$ cat config.mk
export PLATFORM = sky130hd
export DESIGN_NAME = execute_stage_flat
export DESIGN_NICKNAME = d
export VERILOG_FILES = /design/src/rtl/mips_pkg.sv /design/src/rtl/execute_stage_if.sv /design/src/rtl/execute_stage_mul_iter.sv /design/src/rtl/execute_stage.sv /design/src/flat_wrapper.sv
export SDC_FILE = /design/constraint.sdc
export NUM_CORES = 1
export LEC_CHECK = 0
export BUFFER_PORTS_ARGS = -buffer_cell sky130_fd_sc_hd__buf_2
export CAP_MARGIN = 20
export CORE_MARGIN = 5
export CORE_UTILIZATION = 59
export CTS_BUF_LIST = sky130_fd_sc_hd__clkbuf_4 sky130_fd_sc_hd__clkbuf_8 sky130_fd_sc_hd__clkbuf_16
export DETAILED_ROUTE_END_ITERATION = 6
export GPL_TIMING_DRIVEN = 1
export PLACE_DENSITY_LB_ADDON = 0.3
export SYNTH_ARGS = -nofsm -noshare
export SYNTH_HDL_FRONTEND = slang
export SYNTH_SLANG_ARGS = --single-unit
$ cat constraint.sdc
create_clock -name clk -period 6.7 [get_ports clk]
set_clock_uncertainty 0.15 [all_clocks]
set_input_delay 0.67 -clock clk [delete_from_list [all_inputs] [get_ports clk]]
set_output_delay 0.67 -clock clk [all_outputs]
set_load 0.02 [all_outputs]
$ cat src/rtl/mips_pkg.sv
// Shared types for the MIPS image-processing pipeline: ALU opcodes, forwarding
// selects, multiplier FSM states and a saturating byte-add helper.
package mips_pkg;

  localparam int unsigned DATA_W_DEF = 32;
  localparam int unsigned ADDR_W_DEF = 6;

  typedef enum logic [2:0] {
    ALU_AND     = 3'b000,
    ALU_OR      = 3'b001,
    ALU_ADD     = 3'b010,
    ALU_MUL     = 3'b011,
    ALU_ADDSAT8 = 3'b100,
    ALU_SRL     = 3'b101,
    ALU_SUB     = 3'b110,
    ALU_SLT     = 3'b111
  } alu_op_t;

  typedef enum logic [1:0] {
    FWD_RF = 2'b00,
    FWD_W  = 2'b01,
    FWD_M  = 2'b10
  } fwd_sel_t;

  typedef enum logic [1:0] {
    IDLE,
    RUN,
    DONE
  } mul_state_t;

  // Unsigned byte add clamped to 0xFF on carry-out.
  function automatic logic [7:0] sat_add8(input logic [7:0] a, input logic [7:0] b);
    logic [8:0] s;
    s = {1'b0, a} + {1'b0, b};
    return s[8] ? 8'hFF : s[7:0];
  endfunction

endpackage

$ cat src/rtl/execute_stage_if.sv
// ID/EX inputs, forwarding/writeback inputs and EX/MEM outputs of the EX stage.
interface execute_stage_if #(
  parameter int unsigned DATA_W = 32,
  parameter int unsigned ADDR_W = 6
);
  logic              RegWriteE, MemtoRegE, MemWriteE, ALUSrcE, RegDstE;
  logic [2:0]        ALUControlE;
  logic [DATA_W-1:0] RD1E, RD2E, SignImmE, ResultW;
  logic [ADDR_W-1:0] RsE, RtE, RdE;
  logic [1:0]        ForwardAE, ForwardBE;

  logic              BusyE;
  logic [ADDR_W-1:0] WriteRegE;
  logic              RegWriteM, MemtoRegM, MemWriteM;
  logic [DATA_W-1:0] ALUOutM, WriteDataM;
  logic [ADDR_W-1:0] WriteRegM;

  modport master (
    output RegWriteE, MemtoRegE, MemWriteE, ALUSrcE, RegDstE, ALUControlE,
           RD1E, RD2E, SignImmE, ResultW, RsE, RtE, RdE, ForwardAE, ForwardBE,
    input  BusyE, WriteRegE, RegWriteM, MemtoRegM, MemWriteM, ALUOutM,
           WriteDataM, WriteRegM
  );

  modport slave (
    input  RegWriteE, MemtoRegE, MemWriteE, ALUSrcE, RegDstE, ALUControlE,
           RD1E, RD2E, SignImmE, ResultW, RsE, RtE, RdE, ForwardAE, ForwardBE,
    output BusyE, WriteRegE, RegWriteM, MemtoRegM, MemWriteM, ALUOutM,
           WriteDataM, WriteRegM
  );
endinterface

$ cat src/rtl/execute_stage_mul_iter.sv
// Iterative shift-add multiplier: latches operands on start, one step per cycle,
// presents the low DATA_W product bits for one DONE cycle.
module mul_iter
  import mips_pkg::*;
#(
  parameter int unsigned DATA_W = 32
) (
  input  logic              clk,
  input  logic              rst,
  input  logic              start,
  input  logic [DATA_W-1:0] a,
  input  logic [DATA_W-1:0] b,
  output logic              busy,
  output logic              done,
  output logic [DATA_W-1:0] product
);

  localparam int unsigned CNT_W = $clog2(DATA_W);

  mul_state_t        state_q, state_d;
  logic [DATA_W-1:0] a_q, a_d, b_q, b_d, acc_q, acc_d;
  logic [CNT_W-1:0]  cnt_q, cnt_d;

  always_ff @(posedge clk or posedge rst) begin
    if (rst) begin
      state_q <= IDLE;
      a_q     <= '0;
      b_q     <= '0;
      acc_q   <= '0;
      cnt_q   <= '0;
    end else begin
      state_q <= state_d;
      a_q     <= a_d;
      b_q     <= b_d;
      acc_q   <= acc_d;
      cnt_q   <= cnt_d;
    end
  end

  always_comb begin
    state_d = state_q;
    a_d     = a_q;
    b_d     = b_q;
    acc_d   = acc_q;
    cnt_d   = cnt_q;
    busy    = 1'b0;
    done    = 1'b0;
    case (state_q)
      IDLE: begin
        if (start) begin
          busy    = 1'b1;
          a_d     = a;
          b_d     = b;
          acc_d   = '0;
          cnt_d   = '0;
          state_d = RUN;
        end
      end
      RUN: begin
        busy = 1'b1;
        if (b_q[0]) acc_d = acc_q + a_q;
        a_d   = a_q << 1;
        b_d   = b_q >> 1;
        cnt_d = cnt_q + CNT_W'(1);
        if (cnt_q == CNT_W'(DATA_W - 1)) state_d = DONE;
      end
      DONE: begin
        done    = 1'b1;
        state_d = IDLE;
      end
      default: state_d = IDLE;
    endcase
    // Stall request must drop as soon as reset is applied, even combinationally.
    if (rst) busy = 1'b0;
  end

  assign product = acc_q;

endmodule

$ cat src/rtl/execute_stage.sv
// EX stage: operand forwarding, destination select, ALU with iterative multiply,
// and the EX/MEM pipeline register.
module execute_stage
  import mips_pkg::*;
#(
  parameter int unsigned DATA_W = DATA_W_DEF,
  parameter int unsigned ADDR_W = ADDR_W_DEF
) (
  input  logic           clk,
  input  logic           CLR,
  execute_stage_if.slave bus
);

  localparam int unsigned SH_W  = $clog2(DATA_W);
  localparam int unsigned LANES = DATA_W / 8;

  logic [DATA_W-1:0] src_a, fwd_b, src_b, alu_res, mul_product;
  logic              mul_start, mul_busy, mul_done;
  logic [ADDR_W-1:0] write_reg_e;

  logic              reg_write_q, reg_write_d, mem_to_reg_q, mem_to_reg_d;
  logic              mem_write_q, mem_write_d;
  logic [DATA_W-1:0] alu_out_q, alu_out_d, write_data_q, write_data_d;
  logic [ADDR_W-1:0] write_reg_q, write_reg_d;

  // Forwarding muxes; select 11 falls back to the register file.
  always_comb begin
    src_a = bus.RD1E;
    case (bus.ForwardAE)
      FWD_W:   src_a = bus.ResultW;
      FWD_M:   src_a = alu_out_q;
      default: src_a = bus.RD1E;
    endcase
    fwd_b = bus.RD2E;
    case (bus.ForwardBE)
      FWD_W:   fwd_b = bus.ResultW;
      FWD_M:   fwd_b = alu_out_q;
      default: fwd_b = bus.RD2E;
    endcase
    src_b       = bus.ALUSrcE ? bus.SignImmE : fwd_b;
    write_reg_e = bus.RegDstE ? bus.RdE : bus.RtE;
  end

  always_comb begin
    alu_res = '0;
    case (alu_op_t'(bus.ALUControlE))
      ALU_AND: alu_res = src_a & src_b;
      ALU_OR:  alu_res = src_a | src_b;
      ALU_ADD: alu_res = src_a + src_b;
      ALU_SUB: alu_res = src_a - src_b;
      ALU_SLT: alu_res = DATA_W'($signed(src_a) < $signed(src_b));
      ALU_SRL: alu_res = src_a >> src_b[SH_W-1:0];
      ALU_ADDSAT8: begin
        for (int i = 0; i < int'(LANES); i++) begin
          alu_res[8*i +: 8] = sat_add8(src_a[8*i +: 8], src_b[8*i +: 8]);
        end
      end
      ALU_MUL: alu_res = mul_done ? mul_product : '0;
      default: alu_res = '0;
    endcase
  end

  assign mul_start = (alu_op_t'(bus.ALUControlE) == ALU_MUL);

  mul_iter #(.DATA_W(DATA_W)) u_mul (
    .clk     (clk),
    .rst     (CLR),
    .start   (mul_start),
    .a       (src_a),
    .b       (src_b),
    .busy    (mul_busy),
    .done    (mul_done),
    .product (mul_product)
  );

  // EX/MEM loads every cycle; control bits become a bubble during a stall.
  always_comb begin
    reg_write_d  = bus.RegWriteE & ~mul_busy;
    mem_to_reg_d = bus.MemtoRegE & ~mul_busy;
    mem_write_d  = bus.MemWriteE & ~mul_busy;
    alu_out_d    = alu_res;
    write_data_d = fwd_b;
    write_reg_d  = write_reg_e;
  end

  always_ff @(posedge clk or posedge CLR) begin
    if (CLR) begin
      reg_write_q  <= 1'b0;
      mem_to_reg_q <= 1'b0;
      mem_write_q  <= 1'b0;
      alu_out_q    <= '0;
      write_data_q <= '0;
      write_reg_q  <= '0;
    end else begin
      reg_write_q  <= reg_write_d;
      mem_to_reg_q <= mem_to_reg_d;
      mem_write_q  <= mem_write_d;
      alu_out_q    <= alu_out_d;
      write_data_q <= write_data_d;
      write_reg_q  <= write_reg_d;
    end
  end

  assign bus.BusyE      = mul_busy;
  assign bus.WriteRegE  = write_reg_e;
  assign bus.RegWriteM  = reg_write_q;
  assign bus.MemtoRegM  = mem_to_reg_q;
  assign bus.MemWriteM  = mem_write_q;
  assign bus.ALUOutM    = alu_out_q;
  assign bus.WriteDataM = write_data_q;
  assign bus.WriteRegM  = write_reg_q;

endmodule

$ cat src/flat_wrapper.sv
// flat-port wrapper written by rule: the top's interface ports become plain ports
module execute_stage_flat import mips_pkg::*;
#(
  parameter int unsigned DATA_W = DATA_W_DEF,
  parameter int unsigned ADDR_W = ADDR_W_DEF
)
  (clk, CLR, bus_RegWriteE, bus_MemtoRegE, bus_MemWriteE, bus_ALUSrcE, bus_RegDstE, bus_ALUControlE, bus_RD1E, bus_RD2E, bus_SignImmE, bus_ResultW, bus_RsE, bus_RtE, bus_RdE, bus_ForwardAE, bus_ForwardBE, bus_BusyE, bus_WriteRegE, bus_RegWriteM, bus_MemtoRegM, bus_MemWriteM, bus_ALUOutM, bus_WriteDataM, bus_WriteRegM);
  execute_stage_if #(.DATA_W(DATA_W), .ADDR_W(ADDR_W)) bus_i ();
  input  logic clk;
  input  logic CLR;
  input wire logic [$bits(bus_i.RegWriteE)-1:0] bus_RegWriteE;
  input wire logic [$bits(bus_i.MemtoRegE)-1:0] bus_MemtoRegE;
  input wire logic [$bits(bus_i.MemWriteE)-1:0] bus_MemWriteE;
  input wire logic [$bits(bus_i.ALUSrcE)-1:0] bus_ALUSrcE;
  input wire logic [$bits(bus_i.RegDstE)-1:0] bus_RegDstE;
  input wire logic [$bits(bus_i.ALUControlE)-1:0] bus_ALUControlE;
  input wire logic [$bits(bus_i.RD1E)-1:0] bus_RD1E;
  input wire logic [$bits(bus_i.RD2E)-1:0] bus_RD2E;
  input wire logic [$bits(bus_i.SignImmE)-1:0] bus_SignImmE;
  input wire logic [$bits(bus_i.ResultW)-1:0] bus_ResultW;
  input wire logic [$bits(bus_i.RsE)-1:0] bus_RsE;
  input wire logic [$bits(bus_i.RtE)-1:0] bus_RtE;
  input wire logic [$bits(bus_i.RdE)-1:0] bus_RdE;
  input wire logic [$bits(bus_i.ForwardAE)-1:0] bus_ForwardAE;
  input wire logic [$bits(bus_i.ForwardBE)-1:0] bus_ForwardBE;
  output wire logic [$bits(bus_i.BusyE)-1:0] bus_BusyE;
  output wire logic [$bits(bus_i.WriteRegE)-1:0] bus_WriteRegE;
  output wire logic [$bits(bus_i.RegWriteM)-1:0] bus_RegWriteM;
  output wire logic [$bits(bus_i.MemtoRegM)-1:0] bus_MemtoRegM;
  output wire logic [$bits(bus_i.MemWriteM)-1:0] bus_MemWriteM;
  output wire logic [$bits(bus_i.ALUOutM)-1:0] bus_ALUOutM;
  output wire logic [$bits(bus_i.WriteDataM)-1:0] bus_WriteDataM;
  output wire logic [$bits(bus_i.WriteRegM)-1:0] bus_WriteRegM;
  assign bus_i.RegWriteE = bus_RegWriteE;
  assign bus_i.MemtoRegE = bus_MemtoRegE;
  assign bus_i.MemWriteE = bus_MemWriteE;
  assign bus_i.ALUSrcE = bus_ALUSrcE;
  assign bus_i.RegDstE = bus_RegDstE;
  assign bus_i.ALUControlE = bus_ALUControlE;
  assign bus_i.RD1E = bus_RD1E;
  assign bus_i.RD2E = bus_RD2E;
  assign bus_i.SignImmE = bus_SignImmE;
  assign bus_i.ResultW = bus_ResultW;
  assign bus_i.RsE = bus_RsE;
  assign bus_i.RtE = bus_RtE;
  assign bus_i.RdE = bus_RdE;
  assign bus_i.ForwardAE = bus_ForwardAE;
  assign bus_i.ForwardBE = bus_ForwardBE;
  assign bus_BusyE = bus_i.BusyE;
  assign bus_WriteRegE = bus_i.WriteRegE;
  assign bus_RegWriteM = bus_i.RegWriteM;
  assign bus_MemtoRegM = bus_i.MemtoRegM;
  assign bus_MemWriteM = bus_i.MemWriteM;
  assign bus_ALUOutM = bus_i.ALUOutM;
  assign bus_WriteDataM = bus_i.WriteDataM;
  assign bus_WriteRegM = bus_i.WriteRegM;
  execute_stage #(.DATA_W(DATA_W), .ADDR_W(ADDR_W)) u_core (.clk(clk), .CLR(CLR), .bus(bus_i));
endmodule
* Yosys cells after proc, flatten, opt, wreduce, memory -nomap -nowiden
Cells that the tools add are included.
** Word-level totals
- Flip-flop bits (word level) :: 176
- Bits in latches :: 0
- Memory bits (writable) :: 0
- Bits in read-only memories :: 0
- Bits of input ports :: 160
- Output and inout port bits :: 80
- Memories kept :: 0
** Operators by class
- Add/sub/neg operators :: 8
- $mul :: 0
- Div/mod/pow operators :: 0
- $lt $le $gt $ge :: 1
- Eq/ne operators :: 17
- Shift-type cells :: 1
- Muxes and demuxes :: 26
- Bitwise gates (word level) :: 6
- Reductions and logical operators :: 6
** Operators by type and width (count)
- $pmux W32 S2 :: 5
- $pmux W32 S8 :: 1
- $mux W32 :: 6
- $add A32 B32 Y32 :: 2
- $add A8 B8 Y9 :: 4
- $and A32 B32 Y32 :: 1
- $lt A32 B32 Y1 :: 1
- $mux W8 :: 4
- $or A32 B32 Y32 :: 1
- $shr A32 B5 Y32 :: 1
- $sub A32 B32 Y32 :: 1
- $eq A3 B3 Y1 const B :: 4
- $pmux W5 S2 :: 1
- $eq A2 B1 Y1 const B :: 3
- $eq A2 B2 Y1 const B :: 3
- $eq A3 B2 Y1 const B :: 2
- $mux W6 :: 1
- $add A5 B1 Y5 const B :: 1
- $eq A5 B5 Y1 const B :: 1
- $mux W5 :: 1
- $mux W2 :: 2
- $ne A2 B2 Y1 const B :: 2
- $pmux W2 S2 :: 1
- $reduce_and A2 Y1 :: 2
- other kinds (10) :: 14

* Longest topological paths before layout
Gate-level depths: netlist (run 1).
- Depth after elaboration :: 6
- Mapped depth :: 21
- Depth with buffers taken out :: 19

* By module
A second synthesis (run 1) with hierarchy kept.
** Unflattened totals
- Cell total of the unflattened synthesis :: 2102
- Area, all modules :: 16585.9 um^2
** By module, submodules not included
- execute_stage :: instances 1, cells an instance 1479, area an instance 10959.3 um^2, seq. area each 1826.8 um^2
- mul_iter :: instances 1, cells an instance 623, area an instance 5626.6 um^2, seq. area each 2577.5 um^2

* Worst setup path after synthesis (run 1)
No wires, ideal clock.
- Kind :: input port to flip-flop
- Start point :: input bus_ForwardBE[0]
- End point :: register u_core.alu_out_q[30] (netlist: u_core.bus.ALUOutM[30])
- Arrival time :: 4.753 ns
- Required time :: 6.468 ns
- Setup slack :: 1.715 ns
- Stages :: 19
- Path buffers :: 4
- Cells stage by stage :: inv_1 ha_1 buf_2 clkbuf_1 clkbuf_1 a21oi_1 o21ai_0 inv_1 ha_1 clkbuf_1 or2_2 nor4_1 o21ai_0 a211o_1 a41oi_2 nor2_1 o41ai_2 mux2_2 o22ai_1
** On the way
- Word-level cells in the longest chain between the ends :: 6
** RTL lines
- start, declared :: line flat_wrapper.sv:25 : input wire logic [$bits(bus_i.ForwardBE)-1:0] bus_ForwardBE;
- $eq A2 B2 Y1 / $eq A2 B1 Y1 (equally long branches) :: line execute_stage.sv:35 : case (bus.ForwardBE)
- $pmux W32 S2 (*) :: line execute_stage.sv:35
- $mux W32 (*) :: line execute_stage.sv:40 : src_b = bus.ALUSrcE ? bus.SignImmE : fwd_b;
- parallel branches: the longest is 2 deep, another holds $sub A32 B32 Y32
- $pmux W32 S8 (*) :: line execute_stage.sv:46 : case (alu_op_t'(bus.ALUControlE))
- via u_core.alu_out_d[30] :: line execute_stage.sv:23 : logic [DATA_W-1:0] alu_out_q, alu_out_d, write_data_q, write_data_d;
- end signal, assigned :: line execute_stage.sv:98 : alu_out_q <= alu_out_d;
- end, declared :: line execute_stage.sv:23
Mark *: on every way through the listed nets, which the timed path passes.
A chain may end at the register's enable or synchronous reset.

* Worst setup path after layout (run 1)
- Start point :: input bus_ForwardBE[0]
- End point :: register u_core.alu_out_q[27] (netlist: u_core.bus.ALUOutM[27])
Same word-level chain as after synthesis.

==> summary.md, run 1 <==
| Metric | Value |
|---|---|
| Register area | `~4400 um2` |
| Area growth, synth to finish | `13.1%` |
| Worst Setup SP | `bus_ForwardBE[0]` |
| Area of the core | `roughly 28000 um2` |
| R2R Path Start | `u_core.bus.ALUOutM[16]` |
| # IOs | `240` |
| CP most frequent cell | `inv_1` |
| HP Class | `input pin to async pin` |
| Relative slew margins | `0.186` |
| Die height | `between 150 and 200 um` |
| Fill count | `between 2000 and 2500` |
| Most common cell after layout, fill and taps aside | `nand2_1` |
| Avg WL per Cell | `approximately 23 um` |
| Number of synthesized flops with an enable pin | `0` |
| Power after layout | `around 6.8 mW` |
| Final Worst Setup Slack | `between 1 and 1.5 ns` |
| TNS Setup | `0 ns` |
| Status | `finished with violations` |
| First-pass GRT wire length | `94300 um` |
| Fin. Hold Viols | `0` |
| Die Area | `~31000 um2` |
| Slowest CP cell | `ha_2` |
| Final wirelength | `between 60000 and 70000 um` |
| Port Buffers | `around 230` |
| Setup CP Type | `input pin to register` |
| Layout cell share with drive strength beyond 1 | `0.159` |
| RSZ-0062 raised after global routing | `no` |
| Post-CTS setup buffer count | `0` |
| Worst Path Arrival | `5.57 ns` |
| Final Core Density | `0.671` |
| Root Driver | `clkbuf_16` |
| PwrDens | `approximately 370 nW/um2` |
| Final setup viols | `0` |
| Max Freq | `between 150 and 200 MHz` |
| Netlist Area Pre-Place | `16400 um2` |
| DR iter-0 viols | `2522` |
| Data required, critical path | `just under 7 ns` |
| Synth top area share | `0.269` |
| CP Max Fanout | `between 40 and 50` |
| Max Cap Violations | `0` |
| Cts hold-fix bufs | `0` |
| Post-DP Area | `approximately 18000 um2` |
| Peak supply drop | `about 0.35 mV` |
| Avg Synthesized Cell Area | `7.65 um2` |
| Register bit total from synthesis | `176` |
| DRC viols | `2` |
| Grt total ovfl | `0` |
| Initial antenna violation count | `1` |
| Post-DP HPWL | `roughly 47000 um` |
| Worst-Margin Slew | `1.21 ns` |
| Clk sinks | `approximately 180` |
| Nets@finish | `2604` |
| Detailed Routing Iterations Pass 1 | `7` |
| Synth async-reset ratio | `1.00` |
| Failing checks | `DRC` |
| Setup crit end kind | `register` |
| Synth Flop Type | `dfrtp_1` |
| Setup WS pre-CTS | `~1.1 ns` |
| Syn Inst Count | `between 2000 and 2500` |
| Max-slew violations | `0` |
| Vias in the first global route | `approximately 16000` |
| Rows | `61` |
| Die Wd | `around 180 um` |
| Yosys warns | `0` |
| GP Congestion | `between 1 and 1.5` |
| GR Util All Layers | `0.385` |
| Clock Latency Late Sink | `between 0.4 and 0.5 ns` |
| CP cell instances | `buf_2, inv_1, ha_2, buf_4, a21oi_1, o21ai_0, inv_1, ha_1, or2_1, or3_1, o311ai_2, a2bb2oi_2, a41o_1, xor2_1, o221ai_1, o22a_1` |
| Leading post-synthesis cells by cell area | `dfrtp_1, ha_1, o21ai_0, a21oi_1, nand2_1` |
| Total CTS buffers | `17` |
| Synth cell types | `85` |
| P_leak | `roughly 8.7 nW` |
| Avg Vias per Cell | `~6.6` |
| Clk slew on worst S/H paths | `roughly 0.090 ns` |
| Tcrit/Tclk final | `0.803` |
| Resize count post-CTS | `0` |
| Number of routed nets with antenna violations | `0` |
| Yosys top cell by area | `dfrtp_1` |
| Fin crit period | `5.38 ns` |
| Max clock buf depth | `2` |
| CTS tree | `done` |
| Worst setup SP type | `input pin` |
| Via Count | `17700` |
| Multi-input logic area | `10900 um2` |
| Syn nets | `2445` |
| H-tree lvl count | `4` |
| Starting Density | `0.593` |
| Pin count of the biggest net entering global routing | `approximately 140` |
| Register area share after synthesis | `0.269` |
| Crit-path max cell delay | `0.54 ns` |
| Design area | `approximately 19000 um2` |
| Most frequent cells in the layout | `nand2_1, buf_2, o21ai_0, a21oi_1, dfrtp_1` |
[where the power goes]
part,switching [mW],internal (mW),total [mW]
clock,0.553,0.547,1.10
sequential,0.354,1.46,1.82
combinational,2.38,1.51,3.89
total,3.29,3.52,6.80
[layout make-up]
class,instances,share of cell area
Clock buffer,17,0.0230
Sequential cell,176,0.238
Tap cell,378,0.0255
Multi-Input combinational cell,1674,0.587
Inverter,147,0.0300
Clock inverter,15,0.0112
Timing Repair Buffer,286,0.0851
Antenna cell,1,0.000135
[flip-flops by register name (all words and copies together) (netlist names)]
register / cells
u_core.bus.ALUOutM: 32
u_core.bus.WriteDataM: 32
u_core.u_mul.a_q: 32
u_core.u_mul.b_q: 32
u_core.u_mul.product: 32
u_core.bus.WriteRegM: 6
u_core.u_mul.cnt_q: 5
u_core.u_mul.state_q: 2
u_core.bus.MemWriteM: 1
u_core.bus.MemtoRegM: 1
u_core.bus.RegWriteM: 1
[cells in the mapped netlist (all sizes together) (51+ instances only)]
cell type / count
a21oi: 207
inv: 146
nand2: 238
o22ai: 78
o21ai: 242
clkbuf: 104
nor2: 170
dfrtp: 176
ha: 136
xnor2: 61
mux2i: 51
a22oi: 63
[per-stage QoR]
step	cells	hold WS, ns
3_3_place_gp	2658	0.310
2_1_floorplan	2143	0.295
5_1_grt	2694	0.308
6_report	2694	0.204
4_1_cts	2690	0.284
3_5_place_dp	2658	0.322
[final timing paths]
| check | slack, ns | end | cells after the start |
|---|---|---|---|
| min | 0.20 | u_core.bus.RegWriteM | 2 |
| min reg2reg | 0.34 | u_core.u_mul.b_q[20] | 2 |
| min in group clk | 0.29 | u_core.bus.WriteDataM[22] | 3 |
| max in group asynchronous | 4.67 | u_core.u_mul.a_q[8] | 3 |
| max reg2reg | 1.93 | u_core.bus.ALUOutM[16] | 15 |
| max | 1.32 | u_core.bus.ALUOutM[27] | 16 |
[metal layers]
metal | global-route usage | wire length (um) | vias up
li1 | - | - | 8009
met1 | 0.571 | 26500 | 8424
met2 | 0.559 | 26000 | 1110
met3 | 0.0754 | 7720 | 139
met4 | 0.138 | 2180 | 0
met5 | 0 | 0 | -
[kinds of logic after synthesis]
| kind of cell | Yosys count | synth area share |
|---|---|---|
| adders and majority gates | 142 | 0.111 |
| xor gates and xnor gates | 80 | 0.0427 |
| AOI/OAI and AO/OA | 822 | 0.314 |
| and+or+nand+nor | 563 | 0.149 |
| muxes | 67 | 0.0449 |
| DFF | 176 | 0.269 |
| buffers and inverters | 293 | 0.0703 |
[critical path, delay by kind of cell]
| kind | cells | cell delay, ns |
|---|---|---|
| and+or+nand+nor | 2 | 0.72 |
| adders and majority gates | 2 | 1.04 |
| xor gates and xnor gates | 1 | 0.16 |
| buffers and inverters | 4 | 0.83 |
| AOI/OAI and AO/OA | 7 | 2.14 |
(Power assumes the default switching activity.)
==> run 2, diff against run 1 <==
--- a/config.mk
+++ b/config.mk
@@ -8,7 +8,7 @@
 export BUFFER_PORTS_ARGS = -buffer_cell sky130_fd_sc_hd__buf_2
 export CAP_MARGIN = 20
 export CORE_MARGIN = 5
-export CORE_UTILIZATION = 59
+export CORE_UTILIZATION = 54
 export CTS_BUF_LIST = sky130_fd_sc_hd__clkbuf_4 sky130_fd_sc_hd__clkbuf_8 sky130_fd_sc_hd__clkbuf_16
 export DETAILED_ROUTE_END_ITERATION = 6
 export GPL_TIMING_DRIVEN = 1
==> constraint.sdc (replaced) <==
create_clock -name clk -period 4.6 [get_ports clk]
set_clock_uncertainty 0.15 [all_clocks]
set_input_delay 0.46 -clock clk [delete_from_list [all_inputs] [get_ports clk]]
set_output_delay 0.46 -clock clk [all_outputs]
set_load 0.02 [all_outputs]
==> run 2 against run 1 <==
Net effect:
- the run still ends with DRC left
- combinational power rose by 60%
- sequential share of layout area fell by 2.2 points
- flip-flop and latch count did not move
- via count rose by 5.0%
- final cell count rose by 9.6%
- worst setup slack got worse by 1.1 ns
- clock power rose by 44%
- largest cell class unchanged
==> summary.md, run 2 (synthesized netlist as in run 1, its figures left out) <==
| Metric | Value |
|---|---|
| GRT Max-Usage Layer | `met2` |
| Detailed Routing Iterations Pass 1 | `7 (unchanged)` |
| First-pass GRT wire length | `102000 um (+7.8%)` |
| Met2 Track Usage GR | `0.560 (+0.00138)` |
| Internal power | `5.49 mW (+56%)` |
| Clk pwr share | `0.151 (-0.011)` |
| Max Cap Violations | `0 (unchanged)` |
| Die height | `184 um (+4.3%)` |
| R2R Path Start | `u_core.bus.ALUOutM[0]` |
| RSZ-0062 raised after global routing | `no` |
| Max Freq | `approximately 230 MHz` |
| Data required, critical path | `4.77 ns (-2.12 ns)` |
| Fill count | `2545 (+7.7%)` |
| Clk slew on worst S/H paths | `0.08 ns (about the same)` |
| Number of routed nets with antenna violations | `0 (unchanged)` |
| Met1 usage | `0.552 (-0.0188)` |
| Worst setup SP type | `input pin` |
| HP Class | `input pin to async pin` |
| Clk sinks | `176 (unchanged)` |
| PwrDens | `514 nW/um2 (+40%)` |
| P_leak | `9.84 nW (+14%)` |
| TNS Setup | `0 ns (unchanged)` |
| Die Area | `33900 um2 (+8.7%)` |
| Clock Latency Late Sink | `0.47 ns (+0.02 ns)` |
| Inserted Diodes | `0 (-1)` |
| Pin count of the biggest net entering global routing | `89 (-34%)` |
| DR iter-0 viols | `2371 (-6.0%)` |
| Worst-Margin Slew | `1.01 ns (-0.203 ns)` |
| GP Congestion | `1.09 (+7.2%)` |
| Setup CP Type | `input pin to register` |
| Fin. Hold Viols | `0 (unchanged)` |
| Rows | `63 (+3.3%)` |
| Multi-input logic area | `10900 um2 (about the same)` |
| GR Util All Layers | `0.383 (-0.00185)` |
| Area growth, synth to finish | `24.6%` |
| Tcrit/Tclk final | `0.949` |
| CTS tree | `done` |
| H-tree lvl count | `4 (unchanged)` |
| Peak supply drop | `0.703 mV (+98%)` |
| Worst Path Arrival | `4.54 ns (-1.03 ns)` |
| Max-slew violations | `0 (unchanged)` |
| Combinational cell fraction of total power | `0.593 (+0.022)` |
| Register area | `4400 um2 (unchanged)` |
| R2r endpoint | `u_core.bus.ALUOutM[30]` |
| Avg WL per Cell | `22.7 um (-2.1%)` |
| Relative slew margins | `0.325 (+0.139)` |
| Most frequent cells in the layout | `buf_4, nand2_1, buf_2, o21ai_0, a21oi_1` |
| Status | `finished with violations` |
| Grt total ovfl | `0 (unchanged)` |
| Post-DP HPWL | `52600 um (+11%)` |
| Layout cell share with drive strength beyond 1 | `0.240 (+0.0815)` |
| R2r setup slk | `0.24 ns (-1.69 ns)` |
| Total CTS buffers | `17 (unchanged)` |
| Failing checks | `DRC` |
| Max clock buf depth | `2 (unchanged)` |
| Met3 Track Usage GR | `0.0987 (+0.0233)` |
| Die Wd | `184 um (+4.3%)` |
| Port Buffers | `233 (unchanged)` |
| Depth of the worst register-to-register path | `14 (-1)` |
| # IOs | `240 (unchanged)` |
| Fin crit period | `around 4.4 ns` |
| CP Max Fanout | `15 (-66%)` |
| Sw Pwr | `5.02 mW (+53%)` |
| Avg Vias per Cell | `6.29 (-4.2%)` |
| Most common cell after layout, fill and taps aside | `buf_4` |
| Flop pwr share | `0.256 (-0.011)` |
| Area of the core | `29800 um2 (+7.8%)` |
| Setup crit end kind | `register` |
| Final wirelength | `66900 um (+7.3%)` |
| Initial antenna violation count | `0 (-1)` |
| Vias in the first global route | `17800 (+7.7%)` |
| Nets@finish | `2851 (+9.5%)` |
| Starting Density | `0.550 (-0.0432)` |
| Post-CTS setup buffer count | `0 (unchanged)` |
| Post-DP Area | `19800 um2 (+11%)` |
| Sw frac | `0.477 (-0.00570)` |
| Root Driver | `clkbuf_16` |
| Design area | `20400 um2 (+10%)` |
| DRC viols | `14 (+12)` |
| Via Count | `18600 (+5.0%)` |
| Final setup viols | `0 (unchanged)` |
[run 2: cell types whose count changed in the layout (fill, tap and decap cells not counted), sizes merged]
| cell | change |
|---|---|
| buf | +249 |
| clkbuf | -2 |
| clkinvlp | +2 |
| diode | -1 |
| inv | -2 |
[run 2: final cells by class]
type | instances | share of cell area
Multi-Input combinational cell | 1674 | 0.533
Sequential cell | 176 | 0.216
Timing Repair Buffer | 533 | 0.170
Inverter | 147 | 0.0272
Tap cell | 390 | 0.0239
Clock buffer | 17 | 0.0208
Clock inverter | 15 | 0.00955
[run 2: metal layers]
layer	up-vias	share of wire
met5	-	0
met4	0	0.034
met3	165	0.13
met2	1212	0.41
met1	8699	0.42
li1	8486	-
[run 2: how the worst max path moves through the flow]
| stage | from | to | slack [ns] | depth (start not counted) |
|---|---|---|---|---|
| 5_1_grt | bus_ForwardBE[0] | u_core.bus.ALUOutM[30] | 0.01 | 20 |
| 6_report | bus_ForwardBE[0] | u_core.bus.ALUOutM[21] | 0.23 | 21 |
| 3_3_place_gp | bus_ForwardBE[0] | u_core.bus.ALUOutM[30] | -0.26 | 20 |
| 4_1_cts | bus_ForwardBE[0] | u_core.bus.ALUOutM[30] | 0.22 | 21 |
| 3_5_place_dp | bus_ForwardBE[0] | u_core.bus.ALUOutM[30] | -0.23 | 21 |
| 2_1_floorplan | bus_ForwardBE[0] | u_core.bus.ALUOutM[30] | 0.0006 | 20 |
[run 2: power by group through the flow]
stage | Sequential (mW) | Combinational, mW | Clock, mW
6_report | 2.69 | 6.23 | 1.58
3_3_place_gp | 2.64 | 5.81 | 0
4_1_cts | 2.65 | 6.08 | 1.59
2_1_floorplan | 2.59 | 4.02 | 0
3_5_place_dp | 2.67 | 6.02 | 0
5_1_grt | 2.72 | 6.78 | 1.66
[run 2: stage by stage]
stage | instances | setup WS, ns | utilization | hold slack, ns | total power, mW
floorplan | 2143 | 0.000615 | - | 0.295 | 6.61
global placement | 2920 | -0.260 | 0.665 | 0.316 | 8.45
detailed placement | 2920 | -0.231 | 0.665 | 0.321 | 8.69
CTS | 2952 | 0.225 | 0.685 | 0.0533 | 10.3
global route | 2952 | 0.0121 | 0.686 | 0.0627 | 11.2
finish | 2952 | 0.234 | 0.686 | 0.0542 | 10.5
[run 2: worst max-delay path: stages]
cell and delay (ns):
buf_2 0.09, inv_1 0.04, ha_2 0.44, buf_4 0.26, nor2_1 0.07, a21oi_1 0.15, o21ai_0 0.18, ha_1 0.31
fa_1 0.48, nor2b_1 0.15, o21bai_1 0.16, a21oi_1 0.09, o21ai_0 0.28, a211oi_1 0.16, nor2_1 0.13, buf_4 0.15
buf_4 0.11, a21oi_1 0.05, a211oi_1 0.23, o221ai_1 0.24, o22a_1 0.30
[run 2: what timing repair did]
item                                    in CTS  in global routing
hold buffers                                 0                  0
gates resized for setup                      0                  6
hold endpoints to repair                     0                  0
endpoints found under the setup margin       0                  3
